## src/rtl/peripheral_axi4_pkg.sv

```systemverilog
// AXI4 protocol constants shared by the peripheral bus-functional models.
package peripheral_axi4_pkg;

    localparam logic [1:0] AXI_RESPONSE_OKAY   = 2'b00;
    localparam logic [1:0] AXI_RESPONSE_EXOKAY = 2'b01;
    localparam logic [1:0] AXI_RESPONSE_SLVERR = 2'b10;
    localparam logic [1:0] AXI_RESPONSE_DECERR = 2'b11;

    localparam logic [1:0] AXI_BURST_FIXED = 2'b00;
    localparam logic [1:0] AXI_BURST_INCR  = 2'b01;
    localparam logic [1:0] AXI_BURST_WRAP  = 2'b10;

    localparam logic [2:0] AXI_SIZE_4B = 3'b010;

    // Response encodings grow with severity, so the worst one is the largest.
    function automatic logic [1:0] axi_worst_resp(input logic [1:0] a, input logic [1:0] b);
        return (a > b) ? a : b;
    endfunction

endpackage

```

## src/rtl/peripheral_bfm_master_generic_axi4.sv

```systemverilog
// Generic AXI4 master BFM: turns one command into one AW/W/B or AR/R burst
// and reports completion with a single done pulse and the worst response seen.
//
// state   | meaning
// IDLE    | waiting for a command, cmd_ready high
// WR_ADDR | presenting AW until awready
// WR_DATA | streaming wd_* onto W until the last beat
// WR_RESP | waiting for the B response
// RD_ADDR | presenting AR until arready
// RD_DATA | collecting R beats onto rd_*
// DONE    | one-cycle completion pulse
module peripheral_bfm_master_generic_axi4
    import peripheral_axi4_pkg::*;
#(
    parameter logic [3:0] AXI_ID  = 4'h0,
    parameter int         TIMEOUT = 1024
) (
    input  logic        aclk,
    input  logic        aresetn,

    input  logic        cmd_valid,
    output logic        cmd_ready,
    input  logic        cmd_write,
    input  logic [31:0] cmd_addr,
    input  logic [3:0]  cmd_len,
    input  logic [3:0]  cmd_strb,

    input  logic        wd_valid,
    output logic        wd_ready,
    input  logic [31:0] wd_data,

    output logic        rd_valid,
    output logic [31:0] rd_data,
    output logic        rd_last,

    output logic        done,
    output logic [1:0]  done_resp,

    output logic [3:0]  awid,
    output logic [31:0] awadr,
    output logic [3:0]  awlen,
    output logic [2:0]  awsize,
    output logic [1:0]  awburst,
    output logic [1:0]  awlock,
    output logic [3:0]  awcache,
    output logic [2:0]  awprot,
    output logic        awvalid,
    input  logic        awready,

    output logic [3:0]  wid,
    output logic [31:0] wrdata,
    output logic [3:0]  wstrb,
    output logic        wlast,
    output logic        wvalid,
    input  logic        wready,

    input  logic [3:0]  bid,
    input  logic [1:0]  bresp,
    input  logic        bvalid,
    output logic        bready,

    output logic [3:0]  arid,
    output logic [31:0] araddr,
    output logic [3:0]  arlen,
    output logic [2:0]  arsize,
    output logic [1:0]  arlock,
    output logic [3:0]  arcache,
    output logic [2:0]  arprot,
    output logic        arvalid,
    input  logic        arready,

    input  logic [3:0]  rid,
    input  logic [31:0] rdata,
    input  logic [1:0]  rresp,
    input  logic        rlast,
    input  logic        rvalid,
    output logic        rready
);

    typedef enum logic [2:0] {
        IDLE,
        WR_ADDR,
        WR_DATA,
        WR_RESP,
        RD_ADDR,
        RD_DATA,
        DONE
    } state_t;

    state_t      state, state_nxt;
    logic [31:0] addr_q;
    logic [3:0]  len_q;
    logic [3:0]  strb_q;
    logic [3:0]  beat_cnt;
    logic [1:0]  resp_q;
    logic [31:0] to_cnt;
    logic        rd_valid_q;
    logic        rd_last_q;
    logic [31:0] rd_data_q;

    logic cmd_hs;
    logic w_beat;
    logic r_beat;
    logic last_cnt;
    logic waiting;
    logic progress;
    logic to_hit;
    logic r_frame_err;

    assign cmd_hs      = cmd_valid && (state == IDLE);
    assign w_beat      = (state == WR_DATA) && wd_valid && wready;
    assign r_beat      = (state == RD_DATA) && rvalid;
    assign last_cnt    = (beat_cnt == len_q);
    assign r_frame_err = rlast != last_cnt;
    assign waiting     = (state == WR_ADDR) || (state == WR_DATA) || (state == WR_RESP) ||
                         (state == RD_ADDR) || (state == RD_DATA);

    always_comb begin
        progress = 1'b0;
        case (state)
            WR_ADDR: progress = awready;
            WR_DATA: progress = w_beat;
            WR_RESP: progress = bvalid;
            RD_ADDR: progress = arready;
            RD_DATA: progress = rvalid;
            default: progress = 1'b0;
        endcase
    end

    // Timeout fires only on a cycle with no handshake, so a valid is held for exactly TIMEOUT cycles.
    assign to_hit = (TIMEOUT != 0) && waiting && !progress && (to_cnt == 32'(TIMEOUT - 1));

    always_ff @(posedge aclk) begin
        if (!aresetn) begin
            state <= IDLE;
        end else begin
            state <= state_nxt;
        end
    end

    always_comb begin
        state_nxt = state;
        case (state)
            IDLE:    if (cmd_valid) state_nxt = cmd_write ? WR_ADDR : RD_ADDR;
            WR_ADDR: if (awready) state_nxt = WR_DATA;
            WR_DATA: if (w_beat && last_cnt) state_nxt = WR_RESP;
            WR_RESP: if (bvalid) state_nxt = DONE;
            RD_ADDR: if (arready) state_nxt = RD_DATA;
            RD_DATA: if (rvalid && (last_cnt || rlast)) state_nxt = DONE;
            DONE:    state_nxt = IDLE;
            default: state_nxt = IDLE;
        endcase
        if (to_hit) begin
            state_nxt = DONE;
        end
    end

    always_ff @(posedge aclk) begin
        if (!aresetn) begin
            addr_q     <= '0;
            len_q      <= '0;
            strb_q     <= '0;
            beat_cnt   <= '0;
            resp_q     <= AXI_RESPONSE_OKAY;
            to_cnt     <= '0;
            rd_valid_q <= 1'b0;
            rd_last_q  <= 1'b0;
            rd_data_q  <= '0;
        end else begin
            rd_valid_q <= r_beat;
            rd_last_q  <= r_beat && last_cnt;
            if (r_beat) begin
                rd_data_q <= rdata;
            end

            if ((state != state_nxt) || w_beat || r_beat) begin
                to_cnt <= '0;
            end else if (waiting && (TIMEOUT != 0)) begin
                to_cnt <= to_cnt + 32'd1;
            end

            if (cmd_hs) begin
                addr_q <= cmd_addr;
                len_q  <= cmd_len;
                strb_q <= cmd_strb;
                resp_q <= AXI_RESPONSE_OKAY;
            end

            // Data states are only entered from the address states.
            if ((state == WR_ADDR) || (state == RD_ADDR)) begin
                beat_cnt <= '0;
            end else if (w_beat || r_beat) begin
                beat_cnt <= beat_cnt + 4'd1;
            end

            if ((state == WR_RESP) && bvalid) begin
                resp_q <= bresp;
            end
            if (r_beat) begin
                resp_q <= r_frame_err ? AXI_RESPONSE_SLVERR : axi_worst_resp(resp_q, rresp);
            end
            if (to_hit) begin
                resp_q <= AXI_RESPONSE_SLVERR;
            end
        end
    end

    assign cmd_ready = (state == IDLE);
    assign wd_ready  = (state == WR_DATA) && wready;

    assign awid    = AXI_ID;
    assign awadr   = addr_q;
    assign awlen   = len_q;
    assign awsize  = AXI_SIZE_4B;
    assign awburst = AXI_BURST_INCR;
    assign awlock  = 2'b00;
    assign awcache = 4'h0;
    assign awprot  = 3'b000;
    assign awvalid = (state == WR_ADDR);

    assign wid    = AXI_ID;
    assign wrdata = (state == WR_DATA) ? wd_data : 32'h0;
    assign wstrb  = strb_q;
    assign wlast  = (state == WR_DATA) && last_cnt;
    assign wvalid = (state == WR_DATA) && wd_valid;

    assign bready = (state == WR_RESP);

    assign arid    = AXI_ID;
    assign araddr  = addr_q;
    assign arlen   = len_q;
    assign arsize  = AXI_SIZE_4B;
    assign arlock  = 2'b00;
    assign arcache = 4'h0;
    assign arprot  = 3'b000;
    assign arvalid = (state == RD_ADDR);

    assign rready = (state == RD_DATA);

    assign rd_valid  = rd_valid_q;
    assign rd_data   = rd_data_q;
    assign rd_last   = rd_last_q;
    assign done      = (state == DONE);
    assign done_resp = resp_q;

endmodule

```

## config.mk

```make
export PLATFORM = sky130hd
export DESIGN_NAME = peripheral_bfm_master_generic_axi4
export DESIGN_NICKNAME = d
export VERILOG_FILES = /design/src/rtl/peripheral_axi4_pkg.sv /design/src/rtl/peripheral_bfm_master_generic_axi4.sv
export SDC_FILE = /design/constraint.sdc
export NUM_CORES = 1
export LEC_CHECK = 0
export BUFFER_PORTS_ARGS = -buffer_cell sky130_fd_sc_hd__buf_2
export CAP_MARGIN = 25
export CORE_AREA = 2 2 124 126
export CTS_CLUSTER_SIZE = 12
export DETAILED_ROUTE_END_ITERATION = 10
export DIE_AREA = 0 0 126 128
export MAX_ROUTING_LAYER = met4
export PLACE_DENSITY = 0.72
export RECOVER_POWER = 50
export SETUP_SLACK_MARGIN = 0.02
export SYNTH_ARGS = -nofsm -noshare
export SYNTH_HDL_FRONTEND = slang
export SYNTH_SLANG_ARGS = --single-unit
```

## constraint.sdc

```tcl
create_clock -name aclk -period 2.9 [get_ports aclk]
set_input_delay 0.145 -clock aclk [delete_from_list [all_inputs] [get_ports aclk]]
set_output_delay 0.145 -clock aclk [all_outputs]
set_load 0.01 [all_outputs]
```

==> results list, run 1 <==
- Status: finished clean
* Vias in the first global route: 5380
* Htree depth: 4
- Combinational power share: 0.142
- Delay of the slowest cell on the worst path: roughly 560 ps
- Detailed-route DRC error count: 0
- In this run, synthesis produced a sequential element count of approximately 120.
- Static Leakage: between 3 and 4 nW
- IO buf count: 271
- After synthesis the cells add up to 5800 µm².
* Initial antenna violation count: 0
- The share of the Yosys chip area taken by registers is 0.397.
- Fill cells in the final layout number 1427.
- The critical path is of the flip-flop to flip-flop type.
- Skew final: 7.44 ps
- At the pin with the least slew margin, the transition time is 747 ps.
* Cell Count Post-Placement: ~1.1k
- Among all stages on the critical path, the largest delay is contributed by or4_1.
* Setup ws final: between 400 and 500 ps
- Of the total power, the clock network draws 0.481.
* Maximum clock rate: 411 MHz
- Cell Chain, Critical Path: buf_4 > nor3b_2 > a31o_2 > or4_1 > o21ai_0 > a211oi_1
- The cell sitting at the root of the clock tree is a clkbuf_16.
* Count of cells resized by post-cts repair: 0
- The floorplan step defined a die boundary enclosing 16100 µm².
- For this run, the number of standard cells in the final layout without fillers is ~1.2k.
- Arr. time, crit path: between 2000 and 3000 ps
* Final Max Tran Viols: 0
* Last weighted congestion value of the routability-driven placer: 0.793
- Number of rows in the core area: 45
- The tightest min-delay check is of the primary input to flip-flop type.
- Before antenna repair, the detailed router went through 4 iterations.
* Data required, critical path: 3160 ps
* Die height: 128 µm
- In the global route stage, overall resource usage came out at 0.205.
- The worst pin sits at a relative slew slack of 0.502.
- Setup total negative slack on the finished layout was measured at 0 ps.
- Sequential group share of total power: 0.377
- Setup violations remaining at the end of the flow were counted as 0.
* Switch Pwr: 1.13 mW
- IR drop worst, VDD: 0.476 mV
* Max cap viols: 0
* Critical path capture point type: flip-flop
- Setup repair after global routing missed its margin: false
- For this run, the post-layout net count is 1137.
- The internal power of the cells totals 3.37 mW.
- Compared with the post-synthesis result, the final layout area differs by 39.2%.
* Detailed router's first-iteration violation count: 260
- The commonest cells after synthesis are nand2_1 (157), dfxtp_1 (115), buf_4 (74).
- Mapped Avg Cell Area: 8.14 µm²
* Cell with the most instances after synthesis: nand2_1
* PD cells: 558 nW/µm²
- Along the worst path, the maximum fanout reaches 12.
* WP buf/inv: 1
- Initial core utilization: 0.390
- Detail Placement HPWL: 11300 µm
* Dpl ws: between 400 and 500 ps
* TritonCTS buffer count: 17
- Setup crit start kind: flip-flop
- Count of flip-flops with a built-in enable after synthesis: 0
- Post-Route WL: 16400 µm
- Hold-fix buffers, CTS: just under 70
* Switching share of power: 0.251
* Post-detailed-route count of antenna-violating nets: 0
* Number of sinks on the clock net: 115
* Placeable core region: between 10000 and 15000 µm²
* Leading cell types by total area after synthesis: dfxtp_1 (40%), nand2_1 (10%), buf_4 (9.6%), a21boi_0 (9.3%), and2_1 (4.1%)
- The completed layout was analyzed and its total power is 4.50 mW.
- Clock tree from TritonCTS: yes
- Fraction of layout cells with a size suffix above 1: 0.205
- Clock insertion delay at the later pin of the skew report: 410 ps
- Final cycle utilization of the critical path: 0.839
- The first global-routing pass estimated 25900 µm of wire.
* Primary flip-flop cell chosen by synthesis mapping: dfxtp_1
- Die outline width: 126 µm
- Of all cell types, the one taking the most synthesized area is dfxtp_1.
- Final hold violations: 0
- Top cell type's share of synthesized area: 0.397
- Vias: 5613
- I/O Pins: around 320
* Area used by multi-input combinational logic: around 2900 µm²
* Number of diodes: 0
- In this design, the largest share of critical-path delay is due to compound AO/OA/AOI/OAI gates.
- Post-CTS timing repair inserted 0 buffers for setup.
- The worst path needs around 2400 ps of the cycle, external delays included.
- Via density: 4.65
- The synthesized netlist contains 50 unique library cells.
- Ys async rst share: 0
- Cells after synthesis: 712
- Clock slew seen by the registers of the worst setup and hold paths: approximately 50 ps
- Total grt overflow: 0
- Entering global routing, the biggest net connects 74 pins.
- Dividing the detail-routed wire length by the instance count gives roughly 14 µm.
- Counting along the longest clock path gives a buffer depth of 2.
* Storage cell area: roughly 2300 µm²
* YS warnings: 0
power groups by stage:
stage / Combinational, mW / Sequential, mW / Clock, mW
2_1_floorplan: 0.394 / 1.74 / 0
3_3_place_gp: 0.583 / 1.72 / 0
3_5_place_dp: 0.588 / 1.73 / 0
4_1_cts: 0.663 / 1.69 / 2.20
5_1_grt: 0.710 / 1.70 / 2.29
6_report: 0.639 / 1.70 / 2.17
worst reg2reg max path, stage by stage (launching register included):
cell,delay (ps)
dfxtp_1,500
buf_4,210
nor3b_2,60
a31o_2,320
or4_1,560
o21ai_0,480
a211oi_1,140
layout make-up:
| class | instances | share of cell area |
|---|---|---|
| timing repair buffer | 354 | 0.249 |
| clock buffer | 22 | 0.0563 |
| multi-input combinational | 502 | 0.354 |
| sequential | 115 | 0.285 |
| tap | 188 | 0.0291 |
| clock inverter | 10 | 0.0194 |
| inverter | 15 | 0.00698 |
layer usage:
| layer | track usage | share of wire | routed length, µm | vias up |
|---|---|---|---|---|
| met3 | 0.0484 | 0.046 | 750 | 24 |
| met4 | 0.0692 | 0.017 | 284 | 0 |
| met5 | - | 0 | 0 | - |
| li1 | - | - | - | 2846 |
| met1 | 0.247 | 0.44 | 7230 | 2582 |
| met2 | 0.338 | 0.50 | 8180 | 161 |
cells in the final DEF, fill, tap and decap left out, types with 2 or more instances in the layout:
cell type      Yosys  final
nand2_1          157    157
clkinv_2           0      4
inv_1             15     15
nor2b_1            4      4
buf_2              4    158
nand4_2            2      2
buf_4             74     13
nand4_1            9      9
a21oi_1            4      4
xor2_1             9      9
or2_2              2      2
nor4_1            13     13
clkbuf_1          32    117
o21a_1             3      3
nor2_1            14     14
mux2i_1            3      3
clkbuf_16          0     17
a31oi_1            2      2
a211oi_1          10     10
o21ai_0            8      8
ha_1               5      5
nor3_1            33     33
nand2b_1           3      3
nand3b_1           2      2
a21boi_0          72     72
bufinv_16          0      4
and2_1            38     38
and3_1             6      6
conb_1             2     38
dfxtp_1          115    115
xnor2_1           25     25
dlygate4sd3_1      0     69
nand3_1           11     11
and4b_1            2      2
or3_1              8      8
or4_1              3      3
state kept, by name, indices dropped and copies added, names as in the netlist:
name,flops
arlen,4
rd_data,32
done_resp,2
to_cnt,32
wstrb,4
rd_last,1
beat_cnt,4
araddr,32
state,3
rd_valid,1
per-stage QoR:
step	hold slack, ps	utilization	instance area [µm²]
6_report	19.5	0.543	8070
5_1_grt	8.96	0.543	8070
4_1_cts	6.47	0.553	8210
3_5_place_dp	403	0.465	6910
3_3_place_gp	396	0.465	6910
2_1_floorplan	290	-	5930
cells by family after synthesis:
| group | after synthesis | synth area share |
|---|---|---|
| fa+ha+maj | 5 | 0.0108 |
| buf+inv | 131 | 0.134 |
| xor+xnor | 34 | 0.0514 |
| other cells | 2 | 0.00130 |
| mux | 4 | 0.00712 |
| compound gates | 109 | 0.138 |
| simple gates | 312 | 0.261 |
| flops | 115 | 0.397 |
worst paths after layout:
check | from | to | slack (ps) | depth (start not counted)
min | rdata[31] | rd_data[31] | 20 | 3
min reg2reg | wstrb[3] | wstrb[3] | 460 | 2
max reg2reg | state[2] | to_cnt[14] | 470 | 6
max | state[2] | to_cnt[14] | 470 | 6
Note: power is estimated with default switching activity, not from simulation.
==> run 2: changes to the inputs <==
ABC_AREA = 1   (was unset)
PLACE_DENSITY = 0.76   (was 0.72)
clock period = 2.45 ns   (was 2.9 ns; I/O delays follow)
==> results list, run 2 <==
- The flow ran to the end, and the final reports show no timing, DRC or antenna violations.
- Number of sinks on the clock net: 115 (unchanged)
- Static Leakage: 3.83 nW (+16%)
- The final cycle utilization of the critical path is 0.890 (+0.0509).
- Die height: 128 µm (unchanged)
* Slew headroom: 0.628 (+0.126)
* Mapped Avg Cell Area: 6.96 µm² (-15%)
* Cell with the most instances after synthesis: nand2_1
- The number of filler instances in the final layout is 1427 (unchanged).
* Cells after synthesis: 907 (+27%)
- Crit path max-delay family: simple AND/OR/NAND/NOR gates
* #FFs+latches synth: 115 (unchanged)
- Post-synthesis sequential area ratio: 0.365 (-0.0324)
- Detailed-route DRC error count: 0 (unchanged)
* Critical path capture point type: flip-flop
* Longest Clk Path Bufs: 2 (unchanged)
* Final standard cell count with taps included and fillers excluded: 1406 (+17%)
- The cell row count is 45 (unchanged).
- The number of placed I/O pins came to 318 (unchanged).
- In this run the clock root is driven by a clkbuf_16.
- Sorting the synthesized cells by how often they occur yields nand2_1 (200), dfxtp_1 (115), nor2_1 (111).
- Setup repair after global routing left no endpoint under its margin.
* Worst setup path class: flip-flop to flip-flop
* Count of cells resized by post-cts repair: 0 (unchanged)
* Worst-path cell with the longest stage delay: dfxtp_1
* Yosys top cell by area: dfxtp_1
* Commonest non-fill, non-tap cell in the layout: nand2_1
- Die outline width: 126 µm (unchanged)
- Wire length of the first global-routing pass: 30800 µm (+19%)
- The clock insertion delay at the later pin of the skew report was 420 ps (about the same).
- Worst Hold Launch: cmd_len[3]
* Slew of the pin with the lowest slew margin: 557 ps (-190 ps)
* Layout Utilization: 0.579 (+0.0356)
* Capture point of the worst reg-to-reg path: to_cnt[0]
* Placeable core region: 14900 µm² (unchanged)
* Cell Count Post-Placement: 1300 (+18%)
- 1st-pass router iterations: 6 (+2)
- Post-Route WL: 19100 µm (+16%)
* IO buf count: 271 (unchanged)
- IR drop worst, VDD: 0.477 mV (+0.29%)
* Leading cell types by total area after synthesis: dfxtp_1 (36%), nand2_1 (12%), buf_4 (9.3%), a21oi_1 (7.4%), nor2_1 (6.6%)
* Initial core utilization: 0.425 (+0.0347)
- Minimum clock period: 2180 ps (-253 ps)
- Top cell type's share of synthesized area: 0.365 (-0.0324)
- Primary flip-flop cell chosen by synthesis mapping: dfxtp_1
- Worst reg-to-reg setup slack: 270 ps (-200 ps)
* Number of instances on the worst hold path: 3 (unchanged)
- GRT Resource Usage Total: 0.242 (+0.0370)
- The placer congestion estimate came to 0.871 (+9.9%).
- R2r worst-path depth: 13 (+7)
- Detailed router's first-iteration violation count: 401 (+54%)
- Final hold violations: 0 (unchanged)
- Maximum clock rate: 458 MHz (+12%)
- Final Max Tran Viols: 0 (unchanged)
- Area enclosed by the die boundary: 16100 µm² (unchanged)
- The critical path starts at beat_cnt[2].
* Area used by multi-input combinational logic: 3050 µm² (+6.6%)
* Net count reported at finish: 1335 (+17%)
* Largest net degree at the start of global routing: 42 (-43%)
- The total of endpoints with negative setup slack in the final report came to 0 (unchanged).
* Mapped cell area: 6310 µm² (+8.9%)
- The post-route clock skew came to 7.53 ps (+0.0890 ps).
- Vias: 6739 (+20%)
* Ys async rst share: 0 (unchanged)
* Count of flip-flops with a built-in enable after synthesis: 0 (unchanged)
- Delay of the slowest cell on the worst path: 340 ps (-220 ps)
- The number of buffer and inverter instances along the worst setup path was 1 (unchanged).
- Area growth from synthesis to layout: 36.3%
- The worst hold path terminates at arlen[3].
- Largest fanout on the critical path: 32 (+20)
- Storage cell area: 2300 µm² (unchanged)
- Via density: 4.79 (+3.0%)
- The startpoint identified for the worst register-to-register timing path is beat_cnt[2].
* TritonCTS buffer count: 17 (unchanged)
- Clock slew seen by the registers of the worst setup and hold paths: 60 ps (about the same)
- The initial antenna violation count came to 2 (+2).
- Max cap viols: 0 (unchanged)
- Detail Placement HPWL: 12900 µm (+14%)
- The via count of the first global-routing pass came to 6284 (+17%).
- Number of distinct library cells after synthesis: 33 (-34%)
- STA classifies the critical path startpoint as a flip-flop.
- PD cells: 684 nW/µm² (+23%)
- The per-cell routed wire length came to 13.6 µm (-0.11%).
- The depth of the CTS H-tree was 4 (unchanged).
- Data required, critical path: 2740 ps (-420 ps)
- The ratio of cells with drive above 1 in the final layout is 0.207 (+0.00193).
- YS warnings: 0 (unchanged)
- Min-delay worst type: primary input to flip-flop
- The arrival time of data at the critical path endpoint was 2470 ps (-220 ps).
* Clock tree from TritonCTS: yes
* Post-detailed-route count of antenna-violating nets: 0 (unchanged)
- Cell Chain, Critical Path: xor2_1 > nor2_1 > nand2_1 > ha_1 > nor2_1 > o21ai_0 > nor2_1 > nand3_1 > nand2_1 > nand2_1 > nand2_4 > buf_12 > nor3_1
- Aggregate negative setup slack: 0 ps (unchanged)
- Top library cells by usage in the layout, fill and taps aside: nand2_1 (202), buf_2 (159), dfxtp_1 (115)
- Total grt overflow: 0 (unchanged)
## run 2: changes by cell type after synthesis, sizes merged, moves of 38 or more
cell,change
a21boi,-72
a21oi,+90
and2,-38
inv,+76
nand2,+51
nand3,+67
nor2,+101
## run 2: cell families after synthesis
kind of cell               synth area share
other                               0.00119
AOI/OAI and AO/OA                    0.0823
buffers and inverters                 0.172
xor gates and xnor gates             0.0319
adders and majority gates           0.00991
and+or+nand+nor                       0.335
muxes                               0.00317
DFF                                   0.365
## run 2: what timing repair did
| action | CTS | global route |
|---|---|---|
| endpoints found under the hold margin | 72 | 0 |
| hold buffers | 72 | 0 |
| setup buffers | 0 | 0 |
## run 2: metal layers
metal | vias to the layer above | GRT usage | wire length [µm]
met5 | - | - | 0
li1 | 3354 | - | -
met3 | 45 | 0.0568 | 1260
met4 | 0 | 0.106 | 619
met2 | 276 | 0.410 | 9640
met1 | 3064 | 0.273 | 7620
## run 2: final cells by class
class / instances / share of cell area
antenna: 2 / 0.000582
clock buffer: 17 / 0.0495
clock inverter: 15 / 0.0228
inverter: 92 / 0.0402
multi-input combinational: 623 / 0.354
sequential: 115 / 0.268
tap: 188 / 0.0274
timing repair buffer: 354 / 0.238
## run 2: per-stage QoR
stage                     setup slack, ps  instance area [µm²]  total power [mW]  hold slack [ps]
after floorplan                       588                 6450              2.94              251
after global placement                334                 7400              3.22              372
after detailed placement              296                 7400              3.23              378
after CTS                             271                 8750              5.94            0.129
after global routing                 38.7                 8600              6.12             32.1
final                                 269                 8600              5.88             17.8
## run 2: tightest hold or removal path, delay by kind of cell
| kind | cells | cell delay (ps) |
|---|---|---|
| buf+inv | 1 | 100 |
| simple gates | 1 | 90 |
| compound gates | 1 | 70 |
## run 2: worst max-delay path by stage
stage / to / depth (start not counted)
final: to_cnt[0] / 13
after global routing: to_cnt[0] / 13
after CTS: to_cnt[0] / 13
after detailed placement: to_cnt[0] / 13
after global placement: to_cnt[1] / 13
after floorplan: to_cnt[14] / 13
## run 2: power by group
part           internal [mW]  switching (mW)  total [mW]
sequential              1.96          0.0875        2.05
clock                   1.63           0.984        2.61
combinational          0.433           0.785        1.22
